**src/rtl/a0_trace_fifo_pkg.sv**
```systemverilog
// Shared constants and entry type for the a0 trace FIFO.
// Optional feature macro: A0_TRACE_TIMESTAMP_EN (adds a timestamp to each entry).
package a0_trace_pkg;
  localparam int A0_TRACE_DATA_WIDTH = 32;
  localparam int A0_TRACE_DEPTH      = 8;
  localparam int A0_TRACE_TS_WIDTH   = 16;

  // Default-width view of one queued entry; the top rebuilds it at its own widths.
  typedef struct packed {
`ifdef A0_TRACE_TIMESTAMP_EN
    logic [A0_TRACE_TS_WIDTH-1:0]   ts;
`endif
    logic [A0_TRACE_DATA_WIDTH-1:0] data;
  } a0_trace_entry_t;
endpackage

```
**src/rtl/a0_trace_fifo_if.sv**
```systemverilog
// Host-side stream of captured a0 values plus occupancy/overflow status.
// Optional feature macro: A0_TRACE_TIMESTAMP_EN (adds out_ts).
interface a0_trace_if #(
  parameter int DATA_WIDTH = 32,
  parameter int DEPTH      = 8,
  parameter int TS_WIDTH   = 16
);
  logic [DATA_WIDTH-1:0]    out_data;
  logic                     out_valid;
  logic                     out_ready;
  logic [$clog2(DEPTH):0]   count;
  logic                     overflow;
`ifdef A0_TRACE_TIMESTAMP_EN
  logic [TS_WIDTH-1:0]      out_ts;
`endif

  modport master (
    output out_data, out_valid, count, overflow,
`ifdef A0_TRACE_TIMESTAMP_EN
    output out_ts,
`endif
    input  out_ready
  );

  modport slave (
    input  out_data, out_valid, count, overflow,
`ifdef A0_TRACE_TIMESTAMP_EN
    input  out_ts,
`endif
    output out_ready
  );
endinterface

```
**src/rtl/a0_trace_fifo_sync_fifo.sv**
```systemverilog
// First-word fall-through synchronous FIFO with an explicit occupancy counter.
// A push into a full FIFO is accepted only when a pop happens on the same edge.
module sync_fifo
  import a0_trace_pkg::*;
#(
  parameter type T     = a0_trace_entry_t,
  parameter int  DEPTH = A0_TRACE_DEPTH
) (
  input  logic                   clk,
  input  logic                   rst,
  input  logic                   push,
  input  logic                   pop,
  input  T                       wdata,
  output T                       rdata,
  output logic [$clog2(DEPTH):0] count,
  output logic                   full,
  output logic                   empty
);
  localparam int AW = $clog2(DEPTH);

  T              mem [DEPTH];
  logic [AW-1:0] wr_ptr, rd_ptr;
  logic          do_push, do_pop;

  assign empty   = (count == '0);
  assign full    = (count == (AW+1)'(DEPTH));
  assign do_pop  = pop && !empty;
  // When full, the slot being vacated by the pop is the one written.
  assign do_push = push && (!full || do_pop);
  assign rdata   = mem[rd_ptr];

  // Pointer and occupancy state; pointers wrap naturally at DEPTH.
  always_ff @(posedge clk) begin
    if (rst) begin
      wr_ptr <= '0;
      rd_ptr <= '0;
      count  <= '0;
    end else begin
      if (do_push) wr_ptr <= wr_ptr + 1'b1;
      if (do_pop)  rd_ptr <= rd_ptr + 1'b1;
      case ({do_push, do_pop})
        2'b10:   count <= count + 1'b1;
        2'b01:   count <= count - 1'b1;
        default: count <= count;
      endcase
    end
  end

  // Storage write; contents are don't-care after reset.
  always_ff @(posedge clk) begin
    if (!rst && do_push) mem[wr_ptr] <= wdata;
  end
endmodule

```
**src/rtl/a0_trace_fifo.sv**
```systemverilog
// Captures every change of the CPU a0 register into a FIFO and streams the
// queued values to the host. Sticky overflow flags a dropped change.
// Optional feature macro: A0_TRACE_TIMESTAMP_EN (free-running cycle stamp per entry).
module a0_trace_fifo
  import a0_trace_pkg::*;
#(
  parameter int DATA_WIDTH = A0_TRACE_DATA_WIDTH,
  parameter int DEPTH      = A0_TRACE_DEPTH,
  parameter int TS_WIDTH   = A0_TRACE_TS_WIDTH
) (
  input  logic                  clk,
  input  logic                  rst,
  input  logic [DATA_WIDTH-1:0] a0,
  input  logic                  en,
  a0_trace_if.master            tr
);
  typedef struct packed {
`ifdef A0_TRACE_TIMESTAMP_EN
    logic [TS_WIDTH-1:0]   ts;
`endif
    logic [DATA_WIDTH-1:0] data;
  } entry_t;

  if (DEPTH < 2 || (DEPTH & (DEPTH - 1)) != 0 || TS_WIDTH < 1) begin : g_bad_cfg
    $error("a0_trace_fifo: DEPTH must be a power of two >= 2 and TS_WIDTH >= 1");
  end

  logic [DATA_WIDTH-1:0] last_a0;
  logic                  push, pop, full, empty, overflow_q;
  entry_t                wr_entry, rd_entry;

  assign push = en && (a0 != last_a0);
  assign pop  = !empty && tr.out_ready;

  // Previous-cycle a0, tracked unconditionally so gaps in en don't cause stale pushes.
  always_ff @(posedge clk) begin
    if (rst) last_a0 <= '0;
    else     last_a0 <= a0;
  end

  // Sticky flag: a change arrived while full and nothing left on the same edge.
  always_ff @(posedge clk) begin
    if (rst)                        overflow_q <= 1'b0;
    else if (push && full && !pop)  overflow_q <= 1'b1;
  end

`ifdef A0_TRACE_TIMESTAMP_EN
  logic [TS_WIDTH-1:0] ts_cnt;

  // Free-running cycle counter; wraps silently.
  always_ff @(posedge clk) begin
    if (rst) ts_cnt <= '0;
    else     ts_cnt <= ts_cnt + 1'b1;
  end
`endif

  // Assemble the entry written on a push.
  always_comb begin
    wr_entry      = '0;
    wr_entry.data = a0;
`ifdef A0_TRACE_TIMESTAMP_EN
    wr_entry.ts   = ts_cnt;
`endif
  end

  sync_fifo #(.T(entry_t), .DEPTH(DEPTH)) u_fifo (
    .clk   (clk),
    .rst   (rst),
    .push  (push),
    .pop   (pop),
    .wdata (wr_entry),
    .rdata (rd_entry),
    .count (tr.count),
    .full  (full),
    .empty (empty)
  );

  assign tr.out_data  = rd_entry.data;
  assign tr.out_valid = !empty;
  assign tr.overflow  = overflow_q;
`ifdef A0_TRACE_TIMESTAMP_EN
  assign tr.out_ts    = rd_entry.ts;
`endif
endmodule

```
**src/flat_wrapper.sv**
```systemverilog
// flat-port wrapper written by rule: the top's interface ports become plain ports
module a0_trace_fifo_flat import a0_trace_pkg::*;
#(
  parameter int DATA_WIDTH = A0_TRACE_DATA_WIDTH,
  parameter int DEPTH      = A0_TRACE_DEPTH,
  parameter int TS_WIDTH   = A0_TRACE_TS_WIDTH
)
  (clk, rst, a0, en, tr_out_data, tr_out_valid, tr_count, tr_overflow, tr_out_ready);
  a0_trace_if #(.DATA_WIDTH(DATA_WIDTH), .DEPTH(DEPTH), .TS_WIDTH(TS_WIDTH)) tr_i ();
  input  logic clk;
  input  logic rst;
  input  logic [DATA_WIDTH-1:0] a0;
  input  logic en;
  output wire logic [$bits(tr_i.out_data)-1:0] tr_out_data;
  output wire logic [$bits(tr_i.out_valid)-1:0] tr_out_valid;
  output wire logic [$bits(tr_i.count)-1:0] tr_count;
  output wire logic [$bits(tr_i.overflow)-1:0] tr_overflow;
  input wire logic [$bits(tr_i.out_ready)-1:0] tr_out_ready;
  assign tr_out_data = tr_i.out_data;
  assign tr_out_valid = tr_i.out_valid;
  assign tr_count = tr_i.count;
  assign tr_overflow = tr_i.overflow;
  assign tr_i.out_ready = tr_out_ready;
  a0_trace_fifo #(.DATA_WIDTH(DATA_WIDTH), .DEPTH(DEPTH), .TS_WIDTH(TS_WIDTH)) u_core (.clk(clk), .rst(rst), .a0(a0), .en(en), .tr(tr_i));
endmodule
```
**config.mk**
```make
export PLATFORM = sky130hd
export DESIGN_NAME = a0_trace_fifo_flat
export DESIGN_NICKNAME = d
export VERILOG_FILES = /design/src/rtl/a0_trace_fifo_pkg.sv /design/src/rtl/a0_trace_fifo_if.sv /design/src/rtl/a0_trace_fifo_sync_fifo.sv /design/src/rtl/a0_trace_fifo.sv /design/src/flat_wrapper.sv
export SDC_FILE = /design/constraint.sdc
export NUM_CORES = 1
export LEC_CHECK = 0
export CORE_ASPECT_RATIO = 1.2
export CORE_MARGIN = 2
export CORE_UTILIZATION = 25
export CTS_CLUSTER_DIAMETER = 40
export DETAILED_ROUTE_END_ITERATION = 7
export MAX_ROUTING_LAYER = met4
export PLACE_DENSITY = 0.4
export SYNTH_ARGS = -nofsm -noshare
export SYNTH_HDL_FRONTEND = slang
export SYNTH_HIERARCHICAL = 1
export SYNTH_SLANG_ARGS = --single-unit
```
**constraint.sdc**
```tcl
create_clock -name clk -period 7.6 [get_ports clk]
set_input_delay 0.76 -clock clk [delete_from_list [all_inputs] [get_ports clk]]
set_output_delay 0.76 -clock clk [all_outputs]
set_load 0.005 [all_outputs]
```
# Word-level counts from Yosys, hierarchy flattened
# Memories as Yosys holds them, arrays and structs flattened. A register that Yosys moved wholly into a read port is not among the register bits.
# Index checks and enable logic that the tools add are counted.
[word_totals]
wordCells = 33
inputBits = 36
ff_bits = 43
memories = 1
output_inout_bits = 38
mem_bits_rw = 256
[classes]
reduce_logical = 14
n_addsub = 4
mux = 5
eq_ne = 4
[mem_list]
columns = ["name", "depth", "word_bits", "read_ports", "rd_clocked_by_memory_dff", "wr", "line", "text"]
rows = [
  ["u_core.u_fifo.mem", 8, 32, 1, 1, 1, "a0_trace_fifo_sync_fifo.sv:21", "T mem [DEPTH];"],
]
[op_table]
columns = ["operator", "count"]
rows = [
  ["$ne A32 B32 Y1", 1],
  ["$pmux W4 S2", 1],
  ["$logic_and A1 B1 Y1", 7],
  ["$add A3 B1 Y3 const B", 2],
  ["$mux W3", 2],
  ["$add A4 B1 Y4 const B", 1],
  ["$eq A4 B4 Y1 const B", 1],
  ["$logic_not A1 Y1", 4],
  ["$logic_not A4 Y1", 1],
  ["$sub A4 B1 Y4 const B", 1],
  ["$eq A2 B1 Y1 const B", 1],
  ["$eq A2 B2 Y1 const B", 1],
  ["$mux W1", 2],
  ["$reduce_bool A2 Y1", 1],
  ["$logic_or A1 B1 Y1", 1],
]

# Longest topological paths before layout
# Gate-level depths: netlist (run 1).
[logic_depth]
depth_word = 9
ltp_mapped = 13
depth_no_buf = 12

# Hierarchy
# Netlist (run 1), hierarchy kept.
[modules_own_cells]
columns = ["mod", "instances", "seq_area_each_um2", "area_per_inst_um2", "cells_each"]
rows = [
  ["sync_fifo", 1, 7947.6, 10422.5, 456],
  ["a0_trace_fifo", 1, 660.6, 1256.2, 118],
]

# Worst setup path after synthesis (run 1)
# No wires, ideal clock.
[synth_path]
kind = "in2reg"
startpoint = "in a0[10]"
endpoint = "mem u_core/u_fifo/mem[0][0] (netlist bit), enable pin"
t_required_ns = 7.099
slack_ns = 2.076
setup_ns = 0.501
cell_stages = 9
arrival_ns = 5.023
cell_sequence = "xnor2_1 -> nand4_1 -> nor4_1 -> nand2_1 -> and2_1 -> clkbuf_1 -> o21ai_2 -> or2_2 -> nor4_1"
[synth_via]
elab_chain_len = 6
[synth_rtl]
columns = ["element", "line", "text"]
rows = [
  ["from (decl)", "flat_wrapper.sv:12", "input logic [DATA_WIDTH-1:0] a0;"],
  ["$ne A32 B32 Y1", "a0_trace_fifo.sv:32", "assign push = en && (a0 != last_a0);"],
  ["$logic_and A1 B1 Y1", "a0_trace_fifo.sv:32", ""],
  ["via u_core.push", "a0_trace_fifo.sv:29", "logic push, pop, full, empty, overflow_q;"],
  ["$logic_and A1 B1 Y1", "a0_trace_fifo_sync_fifo.sv:29", "assign do_push = push && (!full || do_pop);"],
  ["$logic_and A1 B1 Y1", "a0_trace_fifo_sync_fifo.sv:51", "if (!rst && do_push) mem[wr_ptr] <= wdata;"],
  ["$mux W1", "a0_trace_fifo_sync_fifo.sv:51", ""],
  ["$mux W1 (not written as such)", "a0_trace_fifo_sync_fifo.sv:51", ""],
  ["to (decl)", "a0_trace_fifo_sync_fifo.sv:21", ""],
]
# The timed path passes the listed nets, and every way through them passes these cells.

==> impl_metrics.ini, run 1 <==
[worst_setup_path]
reg2reg_to = u_core/u_fifo/mem[5][1]$_DFFE_PP_
r2r_cells = 7
arrival_ps = 3500
cp_max_fo = 34
critPathLaunchType = flip-flop
crit_path_end_kind = output pin
crit_required_ps = 6840
rrSetupSlack_ps = 3980
reg2reg_from = u_core/u_fifo/count[0]$_SDFFE_PP0P_
worstSetupPathType = reg -> out

[cells_and_area]
final_area_um2 = 14700
nFillCells = 4540
drive_gt1_share_pct = 26.7
areaGrowthSynthToFinish_pct = 26.1
utilization_pct = 32.0
stdcell_count = 1330
final_nets = 719

[placement]
io_buffers = 73
place_area_um2 = 13200
hpwl_um = 15900
gpl.final_weighted_congestion = 0.668
place_inst = 1250

[clock_tree]
cts_tree = yes
insertion_delay_ps = 550
cts_resized = 0
cts_hold_buf = 0
clock_sinks = 302
cts_max_level = 2
clk_pin_slew_ps = 50
cts_buffers = 42
cts-root-buf = clkbuf_16
post_cts_buffers = 0
clockBufferDepth = 3

[power]
pwr-share-clk_pct = 44.7
ir_drop_uv = 154
comb_power_share_pct = 14.2
seq_power_share_pct = 41.1
switchingPower_w = 0.00113
p_int_w = 0.00356
power.density_nw_per_um2 = 318
power.leakage_nw = 4.59
p_sw_share_pct = 24.1

[sta]
setup_tns_ps = 0
worst_pin_slew_ps = 1190
hold_slack_ps = 502
slew_headroom_pct = 20.6
rsz0062_at_grt = false
final_max_slew_viol_count = 0
fin_crit_sh_pct = 56.1
timing.final.hold_violations = 0
max_freq_mhz = 235
finClkSkew_ps = 29.5
setup_viol = 0
period_minus_slack_ps = 4260

[grt]
grt_overflow = 0
grt.total_usage_pct = 11.9
grt_max_degree = 51
grt_pass1_vias = 6213
grt_pass1_wl_um = 41100
grt_antenna_before_repair = 2

[die]
initial_utilization_pct = 25.4
die_h_um = 241
ios = 74
core_um2 = 46100
die_w_um = 201
die-area_um2 = 48500
rows = 86

[logic_synthesis]
muxShareOfSynthArea_pct = 16.1
avgSynthCellArea_um2 = 20.3
ys_seq_area_share_pct = 73.7
synth-compound-area-share_pct = 1.22
yosysWarnings = 6
synthCells = 574
synth_top_area_cell = edfxtp_1
synth.top_cell.area_share_pct = 65.8
synth_xor_xnor_area_share_pct = 2.85
yosysUniqueCellTypes = 40
synthAdderAreaFrac_pct = 0.600
ys_seq_elements = 302
syn_area_um2 = 11700
synthSimpleGateAreaFrac_pct = 4.01
synth_top_family_by_area = multiplexers
yosys-top-cells-area = edfxtp_1 (66%), mux4_2 (10%), dfxtp_1 (7.9%)
synthesis.nets = 615

[outcome]
outcome = complete, no violations

[hold_path]
holdPathStages = 2
hold_end = u_core/u_fifo/wr_ptr[0]$_SDFFE_PP0P_
hp-class = reg -> reg
worstHoldStart = u_core/u_fifo/wr_ptr[0]$_SDFFE_PP0P_

[drt]
vias = 5679
ant_nets = 0
via_per_inst = 4.27
detail_route.first_pass.iterations = 4
drc = 0
wl_per_cell_um = 20.5
drt_wl_total_um = 27200
drt_iter0_drc = 343

[job]
maxCapViolations = 0
-- cells by family (layout without fill, tap and decap cells) --
kind of cell	Yosys count	in the layout
other	0	2
muxes	99	99
AOI/OAI and AO/OA	16	16
xor gates and xnor gates	38	38
adders and majority gates	5	5
buffers and inverters	31	169
DFF	302	302
and+or+nand+nor	83	83
-- placed cells by master, fill, tap and decap left out, types with 3 or more instances in the layout --
master / n
nand2b_1: 3
mux2i_1: 3
ha_1: 4
clkdlybuf4s50_1: 72
edfxtp_1: 256
nand4_1: 8
clkinv_8: 3
buf_4: 13
xnor2_1: 35
xor2_1: 3
clkinvlp_4: 7
nor2b_1: 33
nor2_4: 4
nand2_1: 4
clkbuf_16: 43
inv_1: 5
nor2_1: 12
a21oi_1: 3
bufinv_16: 7
mux4_1: 12
clkinv_4: 6
dfxtp_1: 43
inv_8: 3
mux2_2: 32
mux4_2: 52
and2_1: 3
o211ai_1: 3
-- final cells by class --
cell class                 count  area (µm²)  area share [%]
sequential                   302        8610            58.5
multi-input combinational    241        2950            20.0
clock buffer                  47        1110            7.55
timing repair buffer          86         823            5.59
tap                          616         771            5.24
clock inverter                31         429            2.92
inverter                       5        18.8           0.127
antenna                        2        5.00          0.0340
-- layer usage --
metal / vias to the layer above / track usage, % / routed length (µm) / part of all wire (%)
li1: 2523 / - / - / -
met1: 2975 / 14.0 / 11400 / 42
met2: 126 / 20.3 / 14000 / 51
met3: 55 / 2.50 / 1180 / 4.3
met4: 0 / 3.79 / 627 / 2.3
met5: - / - / 0 / 0
-- registers in the layout (all words and copies together) (netlist names), named ones only --
name                  flops
u_core/last_a0           32
u_core/tr.overflow        1
u_core/u_fifo/count       4
u_core/u_fifo/mem       256
u_core/u_fifo/rd_ptr      3
u_core/u_fifo/wr_ptr      3
-- power groups by stage --
stage                     clock [W]  sequential (W)  combinational (W)
after floorplan                   0         0.00190           0.000475
after CTS                   0.00215         0.00193           0.000688
after detailed placement          0         0.00197           0.000682
after global placement            0         0.00196           0.000674
after global routing        0.00222         0.00194           0.000724
final                       0.00209         0.00193           0.000664
-- metrics by stage --
step	total power (W)	setup WS, ps
after floorplan	0.00238	2080
after global placement	0.00264	3140
after detailed placement	0.00265	3010
after CTS	0.00477	3190
after global routing	0.00488	3090
final	0.00468	3340
-- how the worst max path moves through the flow --
stage,from,endpoint,slack (ps),depth (start not counted)
2_1_floorplan,a0[10],u_core/u_fifo/mem[0][0]$_DFFE_PP_,2080,9
3_3_place_gp,a0[30],u_core/u_fifo/mem[5][6]$_DFFE_PP_,3140,9
3_5_place_dp,a0[28],u_core/u_fifo/mem[5][5]$_DFFE_PP_,3010,9
4_1_cts,flip-flop,tr_out_data[3],3190,4
5_1_grt,flip-flop,tr_out_data[3],3090,4
6_report,flip-flop,tr_out_data[13],3340,4
-- cells in the mapped netlist --
library cell / count
edfxtp_1: 256
mux4_2: 52
and2_1: 3
ha_1: 4
o311a_4: 1
nand3b_1: 2
o221ai_1: 1
nand2b_1: 3
or3_1: 1
nand3_1: 2
a21oi_1: 3
nor4_1: 4
nor2b_1: 33
xor2_1: 3
nand2_1: 4
buf_2: 2
fa_1: 1
o31ai_1: 1
mux2_2: 32
nand4_1: 8
mux2i_1: 3
a31oi_1: 1
dfxtp_1: 46
o21ai_2: 2
o21bai_1: 1
clkbuf_2: 1
or2_2: 2
nor4bb_1: 1
buf_1: 9
a211oi_4: 1
a211oi_1: 1
nor2_1: 16
o211ai_1: 3
mux4_1: 12
xnor2_1: 35
a22o_1: 1
nor3_1: 4
buf_6: 8
inv_1: 5
clkbuf_1: 6
-- worst max-delay path, stage by stage, from the launching register on --
cell and delay (ps):
dfxtp_4 780, buf_4 700, mux4_1 700, mux2_2 290
clkdlybuf4s50_1 440
Power figures use the tool's default switching activity.
==> run 2, diff against run 1 <==
--- a/config.mk
+++ b/config.mk
@@ -11,7 +11,7 @@
 export CTS_CLUSTER_DIAMETER = 40
 export DETAILED_ROUTE_END_ITERATION = 7
 export MAX_ROUTING_LAYER = met4
-export PLACE_DENSITY = 0.4
+export PLACE_DENSITY = 0.42
 export SYNTH_ARGS = -nofsm -noshare
 export SYNTH_HDL_FRONTEND = slang
 export SYNTH_HIERARCHICAL = 1
==> constraint.sdc (replaced) <==
create_clock -name clk -period 3.5 [get_ports clk]
set_input_delay 0.35 -clock clk [delete_from_list [all_inputs] [get_ports clk]]
set_output_delay 0.35 -clock clk [all_outputs]
set_load 0.005 [all_outputs]
==> run 2 against run 1 <==
Sequential cell count did not move. Sequential share of layout area fell by 1.7 points. First-iteration DRC count fell by 7.9%. Total power rose by 110%. Clock-buffer cell count did not move. Combinational power rose to 2.5 times the previous value. Via count rose by 2.4%. Critical endpoint is now u_core/u_fifo/count[3]$_SDFFE_PP0P_. Setup slack got worse by 3100 ps. Highest routed layer unchanged. Design area rose by 3.0%. Core utilization rose by 0.97 points. Sequential power rose by 110%.
==> impl_metrics.ini, run 2 (synthesis results as in run 1) <==
[clock_tree]
cts_max_level = 2
clockBufferDepth = 3
cts_hold_buf = 0
clock_sinks = 302
cts_tree = yes
cts-root-buf = clkbuf_16
clk_pin_slew_ps = 60
insertion_delay_ps = 530
cts_buffers = 40

[cells_and_area]
largest_register = u_core/u_fifo/mem
largest_reg_flops = 256
reg.largest.list = u_core/u_fifo/mem x256, u_core/last_a0 x32, u_core/u_fifo/count x4
final_nets = 763
areaGrowthSynthToFinish_pct = 29.9
final_cell_mix = edfxtp_1 (256), clkdlybuf4s50_1 (72), mux4_2 (52)
drive_gt1_share_pct = 30.4
antenna_cells = 0
nFillCells = 4483
layout_commonest_cell = edfxtp_1

[placement]
hpwl_um = 17600
io_buffers = 73
gpl.final_weighted_congestion = 0.680

[power]
power.leakage_nw = 4.81
total_power_w = 0.00981
power.density_nw_per_um2 = 647
ir_drop_uv = 268

[sta]
rsz0062_at_grt = false
hold_slack_ps = 439
finClkSkew_ps = 18.2
timing.final.hold_violations = 0
worst_pin_slew_ps = 660
setup_tns_ps = 0
fin_crit_sh_pct = 92.6
max_freq_mhz = 309
final_max_slew_viol_count = 0
period_minus_slack_ps = 3240
setup_viol = 0
slew_headroom_pct = 55.7

[drt]
via_per_inst = 4.25
drc = 0
vias = 5813
drt_wl_total_um = 28500
drt_iter0_drc = 316
detail_route.first_pass.iterations = 4
ant_nets = 0
wl_per_cell_um = 20.8

[worst_setup_path]
crit_start = a0[26]
crit_required_ps = 3940
arrival_ps = 3680
reg2reg_from = u_core/last_a0[0]$_SDFF_PP0_
worstSetupPathType = in -> reg
crit_path_end_kind = flip-flop
critPathLaunchType = input port
cp_max_fo = 10

[grt]
grt_pass1_vias = 6305
grt_antenna_before_repair = 0
grt_overflow = 0
grt_pass1_wl_um = 42300
grt.total_usage_pct = 12.3
grt_max_degree = 46

[die]
core_um2 = 46100
rows = 86
initial_utilization_pct = 25.4
die-area_um2 = 48500
die_w_um = 201
ios = 74
die_h_um = 241

[outcome]
outcome = complete, no violations

[job]
maxCapViolations = 0

[hold_path]
worstHoldStart = rst
hp-class = in -> reg
run 2: critical path: stages:
cell and delay [ps]:
clkdlybuf4s50_1 600, xnor2_2 320, nand4_1 190, nor4_2 340
nand2_1 130, and2_1 190, or2_2 300, inv_1 90
ha_1 260, a21oi_1 280, and2_1 220, o221ai_1 160
a31oi_1 230
run 2: where the power goes:
part           total [W]  switching [W]  internal (W)  leakage, nW
sequential       0.00409      0.0000777       0.00402         2.69
clock            0.00406        0.00154       0.00252        0.640
combinational    0.00166       0.000729      0.000930         1.47
total            0.00981        0.00235       0.00746         4.81
run 2: what timing repair did:
action,in CTS,in global routing
gates resized for setup,0,3
setup buffers,0,0
setup endpoints to repair,0,1
run 2: path summary, 6_finish.rpt:
check / end / slack [ps] / cells past startpoint
setup / recovery: u_core/u_fifo/count[3]$_SDFFE_PP0P_ / 260 / 13
hold / removal: u_core/u_fifo/mem[1][29]$_DFFE_PP_ / 440 / 3
setup reg to reg: u_core/u_fifo/count[3]$_SDFFE_PP0P_ / 290 / 12
hold reg to reg: u_core/tr.overflow$_SDFFE_PP0P_ / 490 / 1
run 2: final cells by class:
class                           count  area, µm²  area share [%]
Clock buffer                       47       1040            6.84
Inverter                            5       18.8           0.124
Multi-Input combinational cell    241       2990            19.7
Sequential cell                   302       8610            56.8
Clock inverter                     26        300            1.98
Tap cell                          616        771            5.08
Timing Repair Buffer              132       1430            9.44
run 2: per-stage QoR:
step	cell area (µm²)	std cells	util [%]	setup WS, ps
finish	15200	1369	32.9	259
detailed placement	13800	1296	30.0	-505
floorplan	11700	574	-	-296
global placement	13800	1296	30.0	-311
global route	15200	1369	32.9	29.5
CTS	15100	1369	32.9	53.1
run 2: metal layers:
metal  vias up  global-route usage (%)  part of all wire (%)
met1      3035                    15.0                    43
met4         0                    3.23                   1.9
met5         -                       -                     0
li1       2602                       -                     -
met3        42                    2.17                   3.9
met2       134                    21.2                    51
==> run 3, diff against run 2 <==
==> constraint.sdc (replaced) <==
create_clock -name clk -period 2.84 [get_ports clk]
set_input_delay 0.284 -clock clk [delete_from_list [all_inputs] [get_ports clk]]
set_output_delay 0.284 -clock clk [all_outputs]
set_load 0.005 [all_outputs]
==> run 3 against run 2 <==
Final cell count rose by 2.0%. Setup slack worse by 200 ps. First-iteration DRC count is 9.5% lower. Clock skew rose by 0.99 ps. Largest cell class unchanged. Combinational power grew 36%. Largest power group is now clock. Via count up 2.0%. Sequential cell count is the same. Global-route usage grew 0.26 points.
==> impl_metrics.ini, run 3 (synthesis results as in run 1) <==
[die]
core_um2 = 46100
die_w_um = 201
die_h_um = 241
die-area_um2 = 48500
ios = 74
initial_utilization_pct = 25.4
rows = 86

[placement]
place_area_um2 = 13900
pre_cts_ws_ps = -768
gpl.final_weighted_congestion = 0.725
place_inst = 1309
hpwl_um = 17900
io_buffers = 73

[worst_setup_path]
crit_required_ps = 2560
cp_max_fo = 15
crit_path_end_kind = output pin
worstSetupPathType = reg -> out
arrival_ps = 2500
critPathLaunchType = flip-flop

[sta]
finClkSkew_ps = 19.2
period_minus_slack_ps = 2780
setup_ws_ps = 60.3
hold_slack_ps = 166
slew_headroom_pct = 63.9
final_max_slew_viol_count = 0
rsz0062_at_grt = true
timing.final.hold_violations = 0
worst_pin_slew_ps = 541
setup_viol = 0
fin_crit_sh_pct = 97.9
max_freq_mhz = 360

[clock_tree]
clockBufferDepth = 3
clock_sinks = 302
cts_max_level = 2
insertion_delay_ps = 540
cts_buffers = 43
cts_tree = yes
cts-root-buf = clkbuf_16
clk_pin_slew_ps = 50

[cells_and_area]
largest_register = u_core/u_fifo/mem
stdcell_count = 1397
final_nets = 787
nFillCells = 4442
final_area_um2 = 15600
antenna_cells = 0
final_cell_mix = edfxtp_1 (256), mux4_2 (60), clkdlybuf4s50_1 (57)
drive_gt1_share_pct = 36.7
layout_commonest_cell = edfxtp_1
largest_reg_flops = 256
reg.largest.list = u_core/u_fifo/mem x256, u_core/last_a0 x32, u_core/u_fifo/count x4
areaGrowthSynthToFinish_pct = 33.8

[grt]
grt_max_degree = 41
grt.total_usage_pct = 12.6
grt_pass1_vias = 6517
grt_overflow = 0
grt_pass1_wl_um = 43300
grt_antenna_before_repair = 0

[job]
maxCapViolations = 0

[drt]
drt_wl_total_um = 29600
wl_per_cell_um = 21.2
drc = 0
detail_route.first_pass.iterations = 4
drt_iter0_drc = 286
ant_nets = 0
vias = 5930
via_per_inst = 4.24

[power]
ir_drop_uv = 393
power.leakage_nw = 5.10
total_power_w = 0.0125
power.density_nw_per_um2 = 801

[outcome]
outcome = complete, no violations

[hold_path]
hp-class = in -> reg
## run 3: timing repair
| action | in CTS | in global routing |
|---|---|---|
| endpoints found under the hold margin | 0 | 0 |
| gates cloned | 0 | 2 |
| buffers inserted | 1 | 5 |
| pin swaps | 7 | 7 |
| endpoints found under the setup margin | 21 | 22 |
| hold buffers | 0 | 0 |
| gates resized for setup | 29 | 26 |
## run 3: worst paths after layout
check	end	startpoint	cells after the start	slack [ps]
hold / removal	u_core/last_a0[4]$_SDFF_PP0_	rst	2	170
setup / recovery	tr_out_data[3]	flip-flop	4	60
setup reg to reg	u_core/u_fifo/count[3]$_SDFFE_PP0P_	u_core/last_a0[23]$_SDFF_PP0_	13	160
hold reg to reg	u_core/tr.overflow$_SDFFE_PP0P_	u_core/tr.overflow$_SDFFE_PP0P_	1	500
## run 3: cell type report
type,count,area (µm²),area share [%]
Clock buffer,50,1130,7.25
Clock inverter,30,289,1.85
Inverter,5,21.3,0.136
Multi-Input combinational cell,241,3140,20.1
Sequential cell,302,8620,55.2
Tap cell,616,771,4.93
Timing Repair Buffer,153,1650,10.6
## run 3: layer usage
metal	vias to the layer above	global-route usage (%)	wire length (µm)
li1	2649	-	-
met5	-	-	0
met1	3113	15.5	13000
met2	121	21.6	15100
met4	0	3.52	636
met3	47	1.92	886
## run 3: report_power, final
part / switching, W / total [W] / internal, W
combinational: 0.000965 / 0.00226 / 0.00129
sequential: 0.000118 / 0.00507 / 0.00495
clock: 0.00207 / 0.00519 / 0.00312
## run 3: worst max-delay path: stages (launching register included)
cell and delay, ps:
dfxtp_4 440, buf_16 200, mux4_1 550, mux2_2 310, clkdlybuf4s50_1 460
## run 3: through the flow
step                      utilization [%]  TNS [ps]
final                                33.9         0
after global routing                 33.9     -29.5
after CTS                            33.5      -209
after detailed placement             30.3    -87730
after global placement               30.3    -92050
after floorplan                         -     -4030
